==> src/rtl/systolic_seq_ctrl.sv <==
// Job sequencer for a weight-stationary systolic array:
// weight load, skewed activation feed, valid taps, deskewed write-back.
module systolic_seq_ctrl #(
  parameter int DIM    = 4,
  parameter int RW     = 2,
  parameter int KW     = 8,
  parameter int RD_LAT = 1
) (
  input  logic          clock,
  input  logic          aclr,
  input  logic          start,
  input  logic [KW-1:0] k_len,
  input  logic          hold,
  output logic          busy,
  output logic          array_en,
  output logic          wload_en,
  output logic [RW-1:0] wload_row,
  output logic          act_rd_en,
  output logic [KW-1:0] act_rd_addr,
  output logic [DIM-1:0] act_row_en,
  output logic [DIM-1:0] out_col_valid,
  output logic          out_valid,
  output logic [KW-1:0] out_wr_addr,
  output logic          done
);

  localparam int DL  = RD_LAT + 2*DIM - 1;
  localparam int DCW = $clog2(DL + 1);

  typedef enum logic [2:0] {
    IDLE, LOAD_W, FEED, DRAIN, DONE
  } state_t;

  state_t         state, state_nx;
  logic [KW-1:0]  klen_q;
  logic [KW-1:0]  rd_addr_q;
  logic [KW-1:0]  wr_addr_q;
  logic [RW-1:0]  row_q;
  logic [DCW-1:0] dcnt_q;
  logic [DL-1:0]  vsr_q;

  // Every register, including the valid pipe, freezes under hold
  always_ff @(posedge clock or posedge aclr) begin
    if (aclr) begin
      state     <= IDLE;
      klen_q    <= '0;
      rd_addr_q <= '0;
      wr_addr_q <= '0;
      row_q     <= '0;
      dcnt_q    <= '0;
      vsr_q     <= '0;
    end else if (!hold) begin
      state <= state_nx;
      vsr_q <= {vsr_q[DL-2:0], act_rd_en};
      if (out_valid)
        wr_addr_q <= wr_addr_q + KW'(1);
      unique case (state)
        IDLE: begin
          if (start) begin
            klen_q    <= k_len;
            rd_addr_q <= '0;
            wr_addr_q <= '0;
            row_q     <= '0;
            dcnt_q    <= '0;
          end
        end
        LOAD_W: begin
          if (row_q != RW'(DIM-1))
            row_q <= row_q + RW'(1);
        end
        FEED: begin
          if (rd_addr_q != klen_q - KW'(1))
            rd_addr_q <= rd_addr_q + KW'(1);
        end
        DRAIN: dcnt_q <= dcnt_q + DCW'(1);
        default: ;
      endcase
    end
  end

  always_comb begin
    state_nx = state;
    unique case (state)
      IDLE:   if (start) state_nx = LOAD_W;
      LOAD_W: begin
        if (row_q == RW'(DIM-1))
          state_nx = (klen_q != '0) ? FEED : DONE;
      end
      FEED: begin
        if (rd_addr_q == klen_q - KW'(1))
          state_nx = DRAIN;
      end
      DRAIN:  if (dcnt_q == DCW'(DL-1)) state_nx = DONE;
      DONE:   state_nx = IDLE;
      default: state_nx = IDLE;
    endcase
  end

  always_comb begin
    busy        = (state != IDLE);
    array_en    = busy & ~hold;
    wload_en    = (state == LOAD_W) & ~hold;
    act_rd_en   = (state == FEED) & ~hold;
    done        = (state == DONE) & ~hold;
    wload_row   = row_q;
    act_rd_addr = rd_addr_q;
    out_wr_addr = wr_addr_q;
    act_row_en    = '0;
    out_col_valid = '0;
    // Tap r sits RD_LAT+r behind the read; column c a further DIM
    for (int i = 0; i < DIM; i++) begin
      act_row_en[i]    = vsr_q[RD_LAT-1+i] & array_en;
      out_col_valid[i] = vsr_q[RD_LAT+DIM-1+i] & array_en;
    end
    out_valid = out_col_valid[DIM-1];
  end

endmodule
==> config.mk <==
export PLATFORM = sky130hd
export DESIGN_NAME = systolic_seq_ctrl
export DESIGN_NICKNAME = d
export VERILOG_FILES = /design/src/rtl/systolic_seq_ctrl.sv
export SDC_FILE = /design/constraint.sdc
export NUM_CORES = 1
export LEC_CHECK = 0
export BUFFER_PORTS_ARGS = -buffer_cell sky130_fd_sc_hd__buf_2
export CAP_MARGIN = 10
export CORE_ASPECT_RATIO = 1.5
export CORE_MARGIN = 2
export CORE_UTILIZATION = 55
export DETAILED_ROUTE_END_ITERATION = 10
export GPL_TIMING_DRIVEN = 1
export PLACE_DENSITY = 0.79
export SLEW_MARGIN = 5
export SYNTH_ARGS = -nofsm -noshare
export SYNTH_HDL_FRONTEND = slang
export SYNTH_SLANG_ARGS = --single-unit
export TNS_END_PERCENT = 100
==> constraint.sdc <==
create_clock -name clock -period 3.55 [get_ports clock]
set_input_delay 0.71 -clock clock [delete_from_list [all_inputs] [get_ports clock]]
set_output_delay 0.71 -clock clock [all_outputs]
set_load 0.02 [all_outputs]
==> impl_metrics.env, run 1 <==
export IMPL_finalWirelength_um=4820
export IMPL_first_iter_violations=71
export IMPL_synthesis_area_mm2=0.00233
export IMPL_finalClockSkew_ps=11.7
export IMPL_synth_area_leader_cell="dfrtp_1"
export IMPL_finalCriticalPeriod_ps=2540
export IMPL_start_util=0.564
export IMPL_clkTransAtPathRegs_ps=80
export IMPL_ant_nets=0
export IMPL_grt_usage=0.216
export IMPL_fin_ws_ps=1010
export IMPL_peakVddDrop_uv=570
export IMPL_p_leak_nw=1.31
export IMPL_ys_warnings_count=0
export IMPL_wire_per_inst_um=14.3
export IMPL_place_congestion=0.825
export IMPL_status="finished clean"
export IMPL_cts_tree="built"
export IMPL_setup_tns_final_ps=0
export IMPL_intPower_mw=1.29
export IMPL_die_w_um=57.2
export IMPL_path_class="register to output pin"
export IMPL_setup_viol=0
export IMPL_final_area_mm2=0.00269
export IMPL_dr_total_vias=1931
export IMPL_ys_types=51
export IMPL_ctsHoldBuffers=0
export IMPL_pwr_share_clk=0.167
export IMPL_dieArea_mm2=0.00479
export IMPL_fin_cells=338
export IMPL_synthesis_nets=268
export IMPL_area_growth_pct=15.2
export IMPL_cellPowerDensity_mw_per_mm2=851
export IMPL_synth_cells=250
export IMPL_cp_data_required_time_ps=2840
export IMPL_grt_first_pass_wirelength_um=8140
export IMPL_placementRows=29
export IMPL_critPathMaxFanout=14
export IMPL_total_power_mw=2.29
export IMPL_viasPerCell=5.71
export IMPL_p_seq_frac=0.384
export IMPL_fin_nets=309
export IMPL_tightest_slew_ps=722
export IMPL_relSlewSlack=0.517
export IMPL_dp_cells=330
export IMPL_drive_gt1_frac=0.243
export IMPL_pre_cts_ws_ps=1170
export IMPL_ys_ff_latch=41
export IMPL_fmax_mhz=394
export IMPL_ioPinCount=44
export IMPL_postCtsSetupBuffers=0
export IMPL_dp_hpwl_um=3520
export IMPL_hold_path_class="input pin to asynchronous set/reset pin"
export IMPL_num_antenna_cells=0
export IMPL_yosysSeqAreaShare=0.439
export IMPL_fill_cells=365
export IMPL_h_tree_depth=2
export IMPL_insertion_delay_ps=300
export IMPL_rsz0062_at_grt="no"
export IMPL_max_cap_viol_count=0
export IMPL_grt_max_degree=42
export IMPL_async_flop_share=1.00
export IMPL_start_kind="register"
export IMPL_antenna_found_initial=0
export IMPL_clock_sinks=41
export IMPL_place_area_mm2=0.00257
export IMPL_clockBufferDepth=2
export IMPL_comb_power_share=0.449
export IMPL_yosysTopAreaCellShare=0.439
export IMPL_drt_pre_antenna_iters=4
export IMPL_cts_root_buffer="clkbuf_8"
export IMPL_gr_total_overflow=0
export IMPL_die_h_um=83.8
export IMPL_yosys_top_cells_area="dfrtp_1 (44%), nand2_1 (6.6%), xnor2_1 (3.8%)"
export IMPL_final_max_slew_viol_count=0
export IMPL_cts_resized=0
export IMPL_core_area_mm2=0.00414
export IMPL_hold_viol=0
export IMPL_drc=0
export IMPL_io_buffers=43
export IMPL_cp_arrival_ps=1830
export IMPL_endpoint_kind="output pin"
export IMPL_power_switching_mw=1.00
export IMPL_cts_buffers_inserted=5
export IMPL_fin_crit_sh=0.715
export IMPL_swShare=0.438
export IMPL_synth_flop_cell="dfrtp_1"
export IMPL_grt_pass1_vias=1811
export IMPL_synth_edf_count=0
export IMPL_syn_mean_instance_area_um2=9.34
## flip-flops by register name, summed over array words and instances (netlist names)
| signal | flops |
|---|---|
| wload_row | 2 |
| dcnt_q | 4 |
| klen_q | 8 |
| out_wr_addr | 8 |
| vsr_q | 8 |
| state | 3 |
| act_rd_addr | 8 |
## synthesized netlist by cell type (3+ instances only)
library cell,count
a21oi_1,9
a31oi_1,3
and2_1,7
and3_1,3
buf_2,4
clkbuf_1,5
dfrtp_1,41
ha_1,6
inv_1,6
mux2_2,7
mux2i_1,6
nand2_1,41
nand2b_1,6
nand3_1,6
nand3b_1,4
nand4_1,6
nor2_1,21
nor3_1,7
o21ai_0,9
xnor2_1,10
xor2_1,8
## power groups by stage
stage	Sequential, mW	Combinational (mW)	Clock [mW]
finish	0.878	1.03	0.383
global route	0.915	1.13	0.413
CTS	0.880	1.04	0.391
detailed placement	0.888	1.03	0
global placement	0.880	1.00	0
floorplan	0.862	0.772	0
## worst max-delay path, cell delays in order, from the launching register on
cell     delay (ps)
dfrtp_1         530
nor3_1          440
nor2_1          200
and2_1          200
buf_2           150
## per-layer routing
| layer | track usage | wire (µm) |
|---|---|---|
| met1 | 0.260 | 1930 |
| met4 | 0.0867 | 93 |
| met2 | 0.373 | 2570 |
| met5 | 0 | 0 |
| met3 | 0.0419 | 226 |
## cells in the final DEF, fill, tap and decap left out, types with 2 or more instances in the layout
cell type / instances
dfrtp_1: 41
clkbuf_8: 5
a31oi_1: 3
buf_4: 3
and3_1: 3
or2_2: 2
nand3b_1: 4
nand3_1: 6
ha_1: 6
nor2b_1: 2
xor2_1: 8
inv_1: 6
nand4_1: 6
nand2b_1: 6
o211ai_1: 2
a21oi_1: 9
nor2_1: 21
nor3b_2: 2
and2_1: 7
buf_2: 43
a21o_1: 2
nor3_1: 7
xnor2_1: 10
mux2i_1: 6
nand2_1: 41
mux2_2: 7
o21ai_0: 9
## cell families after synthesis
| logic type | share of synthesized area |
|---|---|
| buf+inv | 0.0332 |
| mux | 0.0595 |
| fa+ha+maj | 0.0322 |
| simple gates | 0.260 |
| compound gates | 0.108 |
| xor+xnor | 0.0675 |
| flops | 0.439 |
## worst paths after layout
check / cells after the start / end / slack (ps) / start
max: 4 / act_row_en[3] / 1010 / state[1]
min: 3 / klen_q[5] / 510 / aclr
max reg2reg: 8 / act_rd_addr[7] / 1290 / klen_q[0]
min reg2reg: 1 / vsr_q[7] / 510 / vsr_q[7]
max in group asynchronous: 3 / wload_row[1] / 2680 / aclr
min in group clock: 1 / vsr_q[7] / 510 / vsr_q[7]
## cell type report
type,instances,area [µm²],share of cell area
clock buffer,5,68.8,0.0256
sequential,41,1030,0.381
timing repair buffer,46,238,0.0884
multi-input combinational,191,1230,0.458
inverter,6,22.5,0.00837
clock inverter,3,46.3,0.0172
tap,46,57.6,0.0214
## stage by stage
step / hold WS (ps) / utilization
2_1_floorplan: 463 / -
3_5_place_dp: 498 / 0.623
6_report: 507 / 0.650
3_3_place_gp: 479 / 0.623
5_1_grt: 537 / 0.650
4_1_cts: 516 / 0.650
No activity file was read; power rests on OpenSTA's default activity.
==> run 2, diff against run 1 <==
--- a/config.mk
+++ b/config.mk
@@ -5,14 +5,15 @@
 export SDC_FILE = /design/constraint.sdc
 export NUM_CORES = 1
 export LEC_CHECK = 0
+export ABC_AREA = 1
 export BUFFER_PORTS_ARGS = -buffer_cell sky130_fd_sc_hd__buf_2
 export CAP_MARGIN = 10
 export CORE_ASPECT_RATIO = 1.5
 export CORE_MARGIN = 2
-export CORE_UTILIZATION = 55
+export CORE_UTILIZATION = 50
 export DETAILED_ROUTE_END_ITERATION = 10
 export GPL_TIMING_DRIVEN = 1
-export PLACE_DENSITY = 0.79
+export PLACE_DENSITY = 0.76
 export SLEW_MARGIN = 5
 export SYNTH_ARGS = -nofsm -noshare
 export SYNTH_HDL_FRONTEND = slang
==> constraint.sdc (replaced) <==
create_clock -name clock -period 2.1 [get_ports clock]
set_input_delay 0.42 -clock clock [delete_from_list [all_inputs] [get_ports clock]]
set_output_delay 0.42 -clock clock [all_outputs]
set_load 0.02 [all_outputs]
==> run 2 against run 1 <==
  * Design area grew 2.4%
  * Critical endpoint is now act_rd_en
  * Register-to-register slack worse by 960 ps
  * Power grew 52%
  * Clock-buffer cell count rose by 2
  * Synthesized cell count increased by 27%
  * Largest power group unchanged
  * Highest routed layer unchanged
  * Hold slack lost 250 ps
  * Flip-flop and latch count unchanged
  * Critical path depth up 2
==> impl_metrics.env, run 2 <==
export IMPL_netlist_top_cells_count="nand2_1 (84), nor2_1 (59), dfrtp_1 (41)"
export IMPL_yosysTopAreaCellShare=0.432
export IMPL_r2r_slack_ps=330
export IMPL_synth_area_leader_cell="dfrtp_1"
export IMPL_clockBufferDepth=2
export IMPL_yosysSeqAreaShare=0.432
export IMPL_cts_root_buffer="clkbuf_8"
export IMPL_synth_cells=317
export IMPL_ys_warnings_count=0
export IMPL_io_buffers=43
export IMPL_cts_tree="built"
export IMPL_grt_max_degree=42
export IMPL_drc=0
export IMPL_async_flop_share=1.00
export IMPL_crit_path_max_incr_delay_ps=420
export IMPL_rsz0062_at_grt="no"
export IMPL_hold_path_class="input pin to asynchronous set/reset pin"
export IMPL_num_antenna_cells=0
export IMPL_p_leak_nw=1.53
export IMPL_rr_startpoint="klen_q[0]"
export IMPL_mostFrequentLayoutCells="nand2_1 (84), nor2_1 (59), buf_2 (43)"
export IMPL_postCtsSetupBuffers=0
export IMPL_cellPowerDensity_mw_per_mm2=1260
export IMPL_finalWirelength_um=5000
export IMPL_critPathMaxFanout=4
export IMPL_syn_mean_instance_area_um2=7.49
export IMPL_relSlewSlack=0.652
export IMPL_antenna_found_initial=0
export IMPL_finish_utilization=0.607
export IMPL_cp_data_required_time_ps=1680
export IMPL_synthesis_area_mm2=0.00237
export IMPL_fill_cells=449
export IMPL_final_common_cell="nand2_1"
export IMPL_dieArea_mm2=0.00533
export IMPL_grt_pass1_vias=2046
export IMPL_setup_viol=0
export IMPL_yosys_top_cells_area="dfrtp_1 (43%), nand2_1 (13%), nor2_1 (9.3%)"
export IMPL_cp_cell_sequence="inv_2 -> nand2_1 -> nor2_1 -> clkinv_1 -> nor2_1 -> buf_2"
export IMPL_die_w_um=60.3
export IMPL_grt_first_pass_wirelength_um=8420
export IMPL_hold_viol=0
export IMPL_synth_flop_cell="dfrtp_1"
export IMPL_fin_cells=430
export IMPL_wire_per_inst_um=11.6
export IMPL_die_h_um=88.4
export IMPL_gr_total_overflow=0
export IMPL_h_tree_depth=2
export IMPL_start_kind="register"
export IMPL_setup_tns_final_ps=0
export IMPL_grt_usage=0.204
export IMPL_fin_crit_sh=0.916
export IMPL_ctsHoldBuffers=0
export IMPL_ys_types=31
export IMPL_insertion_delay_ps=290
export IMPL_finalClockSkew_ps=2.73
export IMPL_synth_edf_count=0
export IMPL_tightest_slew_ps=522
export IMPL_final_max_slew_viol_count=0
export IMPL_cp_arrival_ps=1500
export IMPL_max_cap_viol_count=0
export IMPL_start_util=0.523
export IMPL_cpMostUsedCell="nor2_1"
export IMPL_dp_cells=423
export IMPL_dp_hpwl_um=3840
export IMPL_drive_gt1_frac=0.199
export IMPL_ant_nets=0
export IMPL_endpoint_kind="output pin"
export IMPL_clock_sinks=41
export IMPL_place_congestion=0.957
export IMPL_ioPinCount=44
export IMPL_timing_rr_end="act_rd_addr[5]"
export IMPL_peakVddDrop_uv=746
export IMPL_status="finished clean"
export IMPL_placementRows=30
export IMPL_path_class="register to output pin"
export IMPL_area_growth_pct=16.0
export IMPL_fmax_mhz=520
export IMPL_ys_ff_latch=41
export IMPL_slowest_stage="dfrtp_1"
export IMPL_cts_buffers_inserted=5
export IMPL_dr_total_vias=2134
export IMPL_synthMostInstantiatedCell="nand2_1"
export IMPL_finalCriticalPeriod_ps=1920
export IMPL_cts_resized=0
export IMPL_r2r_cells=14
export IMPL_drt_pre_antenna_iters=5
export IMPL_fin_nets=384
export IMPL_viasPerCell=4.96
export IMPL_synthesis_nets=335
export IMPL_first_iter_violations=79
export IMPL_clkTransAtPathRegs_ps=70
export IMPL_core_area_mm2=0.00454
==> run 2: final cells by class <==
class / count / area [µm²] / area share
clock buffers: 7 / 86.3 / 0.0313
inverters: 39 / 146 / 0.0531
multi-input cells: 233 / 1180 / 0.428
flip-flops and latches: 41 / 1030 / 0.372
well taps: 64 / 80.1 / 0.0291
repair buffers: 46 / 238 / 0.0863
==> run 2: worst max path at each step <==
stage	startpoint	end	depth (start not counted)
after floorplan	state[0]	act_rd_en	5
after global placement	hold	out_wr_addr[7]	9
after detailed placement	hold	out_wr_addr[7]	9
after CTS	state[0]	act_rd_en	6
after global routing	state[0]	act_rd_en	6
final	state[0]	act_rd_en	6
==> run 2: through the flow <==
step	hold slack [ps]	worst slack [ps]	power, mW	area (µm²)
floorplan	449	462	2.53	2370
global placement	466	334	2.93	2670
detailed placement	470	293	2.99	2670
CTS	269	190	3.52	2760
global route	303	35.0	3.78	2760
finish	253	177	3.47	2760
==> run 2: critical path, delay by kind of cell (launching register included) <==
family,cells,cell delay (ps)
buf+inv,3,400
flops,1,420
simple gates,3,400
==> run 2: report_power, final <==
part	total, mW	internal (mW)	switching (mW)
sequential	1.32	1.06	0.256
combinational	1.64	0.548	1.09
clock	0.517	0.261	0.256
==> run 2: routing by layer <==
layer / GRT usage / share of wire / wire length [µm] / vias to the layer above
met5: 0 / 0 / 0 / -
met4: 0.0626 / 0.015 / 76 / 0
met3: 0.0380 / 0.043 / 215 / 10
met2: 0.374 / 0.54 / 2700 / 51
met1: 0.233 / 0.40 / 2000 / 978
li1: - / - / - / 1095
==> run 2: cells by family after synthesis <==
| kind of cell | count (synthesis) | share of synthesized area |
|---|---|---|
| and+or+nand+nor | 180 | 0.340 |
| adders and majority gates | 6 | 0.0316 |
| AOI/OAI and AO/OA | 35 | 0.0806 |
| buffers and inverters | 43 | 0.0716 |
| xor gates and xnor gates | 12 | 0.0443 |
| DFF | 41 | 0.432 |
==> run 3, diff against run 2 <==
==> constraint.sdc (replaced) <==
create_clock -name clock -period 1.7 [get_ports clock]
set_input_delay 0.34 -clock clock [delete_from_list [all_inputs] [get_ports clock]]
set_output_delay 0.34 -clock clock [all_outputs]
set_load 0.02 [all_outputs]
==> run 3 against run 2 <==
  * The flow now finishes with violations (negative setup slack)
  * Non-clock buffer count is 23 higher
  * Power increased by 43%
  * Combinational power increased by 66%
  * Cell count grew 5.8%
  * Clock skew rose by 3.7 ps
  * Clock power increased by 23%
  * Design area up 12%
  * Register-to-register slack lost 370 ps
  * Routed wire length grew 12%
  * Core utilization grew 7.0 points
  * Via count up 6.0%
==> impl_metrics.env, run 3 (synthesis gave the netlist of run 2 again) <==
export IMPL_status="finished with violations"
export IMPL_violations="negative setup slack"
export IMPL_finalCriticalPeriod_ps=1740
export IMPL_cp_data_required_time_ps=1950
export IMPL_setup_viol=8
export IMPL_ctsHoldBuffers=0
export IMPL_tightest_slew_ps=515
export IMPL_viasPerCell=4.97
export IMPL_gr_total_overflow=0
export IMPL_drc=0
export IMPL_relSlewSlack=0.657
export IMPL_mostFrequentLayoutCells="nand2_1 (76), nor2_1 (50), dfrtp_1 (41)"
export IMPL_cellPowerDensity_mw_per_mm2=1620
export IMPL_p_leak_nw=1.66
export IMPL_critPathMaxFanout=8
export IMPL_final_area_mm2=0.00307
export IMPL_final_max_slew_viol_count=0
export IMPL_drt_pre_antenna_iters=5
export IMPL_io_buffers=43
export IMPL_pre_cts_ws_ps=-30.5
export IMPL_grt_first_pass_wirelength_um=8700
export IMPL_die_h_um=88.4
export IMPL_endpoint_kind="register"
export IMPL_place_area_mm2=0.00277
export IMPL_hold_path_class="input pin to asynchronous set/reset pin"
export IMPL_fmax_mhz=575
export IMPL_fin_crit_sh=1.02
export IMPL_finalWirelength_um=5580
export IMPL_total_power_mw=4.97
export IMPL_num_antenna_cells=0
export IMPL_peakVddDrop_uv=1180
export IMPL_finish_utilization=0.677
export IMPL_clock_sinks=41
export IMPL_grt_max_degree=42
export IMPL_clkTransAtPathRegs_ps=80
export IMPL_grt_usage=0.213
export IMPL_cts_buffers_inserted=5
export IMPL_antenna_found_initial=0
export IMPL_setup_tns_final_ps=-254
export IMPL_path_class="register to register"
export IMPL_dp_cells=437
export IMPL_finalClockSkew_ps=6.39
export IMPL_r2r_slack_ps=-40
export IMPL_h_tree_depth=2
export IMPL_rsz0062_at_grt="yes"
export IMPL_die_w_um=60.3
export IMPL_fin_ws_ps=-39.9
export IMPL_fin_cells=455
export IMPL_grt_pass1_vias=2087
export IMPL_crit_path_max_incr_delay_ps=410
export IMPL_clockBufferDepth=2
export IMPL_cp_arrival_ps=1990
export IMPL_slowest_stage="dfrtp_1"
export IMPL_hold_viol=0
export IMPL_place_congestion=0.883
export IMPL_final_common_cell="nand2_1"
export IMPL_cts_root_buffer="clkbuf_8"
export IMPL_dieArea_mm2=0.00533
export IMPL_ant_nets=0
export IMPL_dr_total_vias=2261
export IMPL_placementRows=30
export IMPL_wire_per_inst_um=12.3
export IMPL_insertion_delay_ps=300
export IMPL_holdWs_ps=156
export IMPL_fin_nets=408
export IMPL_drive_gt1_frac=0.312
export IMPL_start_util=0.523
export IMPL_start_kind="register"
export IMPL_core_area_mm2=0.00454
export IMPL_dp_hpwl_um=3960
export IMPL_cp_cell_sequence="inv_2 -> ha_4 -> nand2_2 -> nor2_2 -> nand2_1 -> nand2_1 -> nand3_1 -> nor2_1 -> nand3_1 -> nand2_2 -> nand2_4 -> nand2_8 -> nand2_2 -> nand2_1"
export IMPL_ioPinCount=44
export IMPL_cts_tree="built"
export IMPL_max_cap_viol_count=0
export IMPL_area_growth_pct=29.5
export IMPL_first_iter_violations=68
-- run 3: final timing paths --
| check | endpoint | from | cells past startpoint |
|---|---|---|---|
| worst max-delay path | act_rd_addr[1] | klen_q[1] | 14 |
| worst min-delay path | vsr_q[6] | aclr | 3 |
| worst max register to register | act_rd_addr[1] | klen_q[1] | 14 |
| worst min register to register | vsr_q[2] | vsr_q[2] | 2 |
| max in group asynchronous | klen_q[1] | aclr | 3 |
| min in group clock | klen_q[5] | k_len[5] | 3 |
-- run 3: cell type report --
class / instances / area [µm²]
fill: 414 / 1470
multi-input combinational: 234 / 1280
sequential: 41 / 1030
timing repair buffer: 69 / 453
inverter: 39 / 149
tap: 64 / 80.1
clock buffer: 6 / 72.6
clock inverter: 2 / 10.0
-- run 3: metal layers --
metal  part of all wire  GRT usage  vias up
met4              0.029      0.101        0
met2               0.54      0.379       52
li1                   -          -     1137
met5                  0          0        -
met3              0.041     0.0365       13
met1               0.39      0.241     1059
-- run 3: critical path: cells and delay by family, from the launching register on --
family	cells	cell delay [ps]
and+or+nand+nor	12	1040
DFF	1	410
adders and majority gates	1	150
buffers and inverters	1	90
-- run 3: repair_timing --
action,in CTS,in global routing
cloned,0,1
pin swaps,0,17
setup endpoints to repair,19,19
buffers inserted,4,5
gates resized for setup,5,41
-- run 3: where the power goes --
group	internal (mW)	total, mW	switching [mW]	leakage (nW)
Sequential	1.31	1.62	0.308	0.522
Clock	0.285	0.634	0.349	0.0450
Combinational	1.09	2.72	1.63	1.09
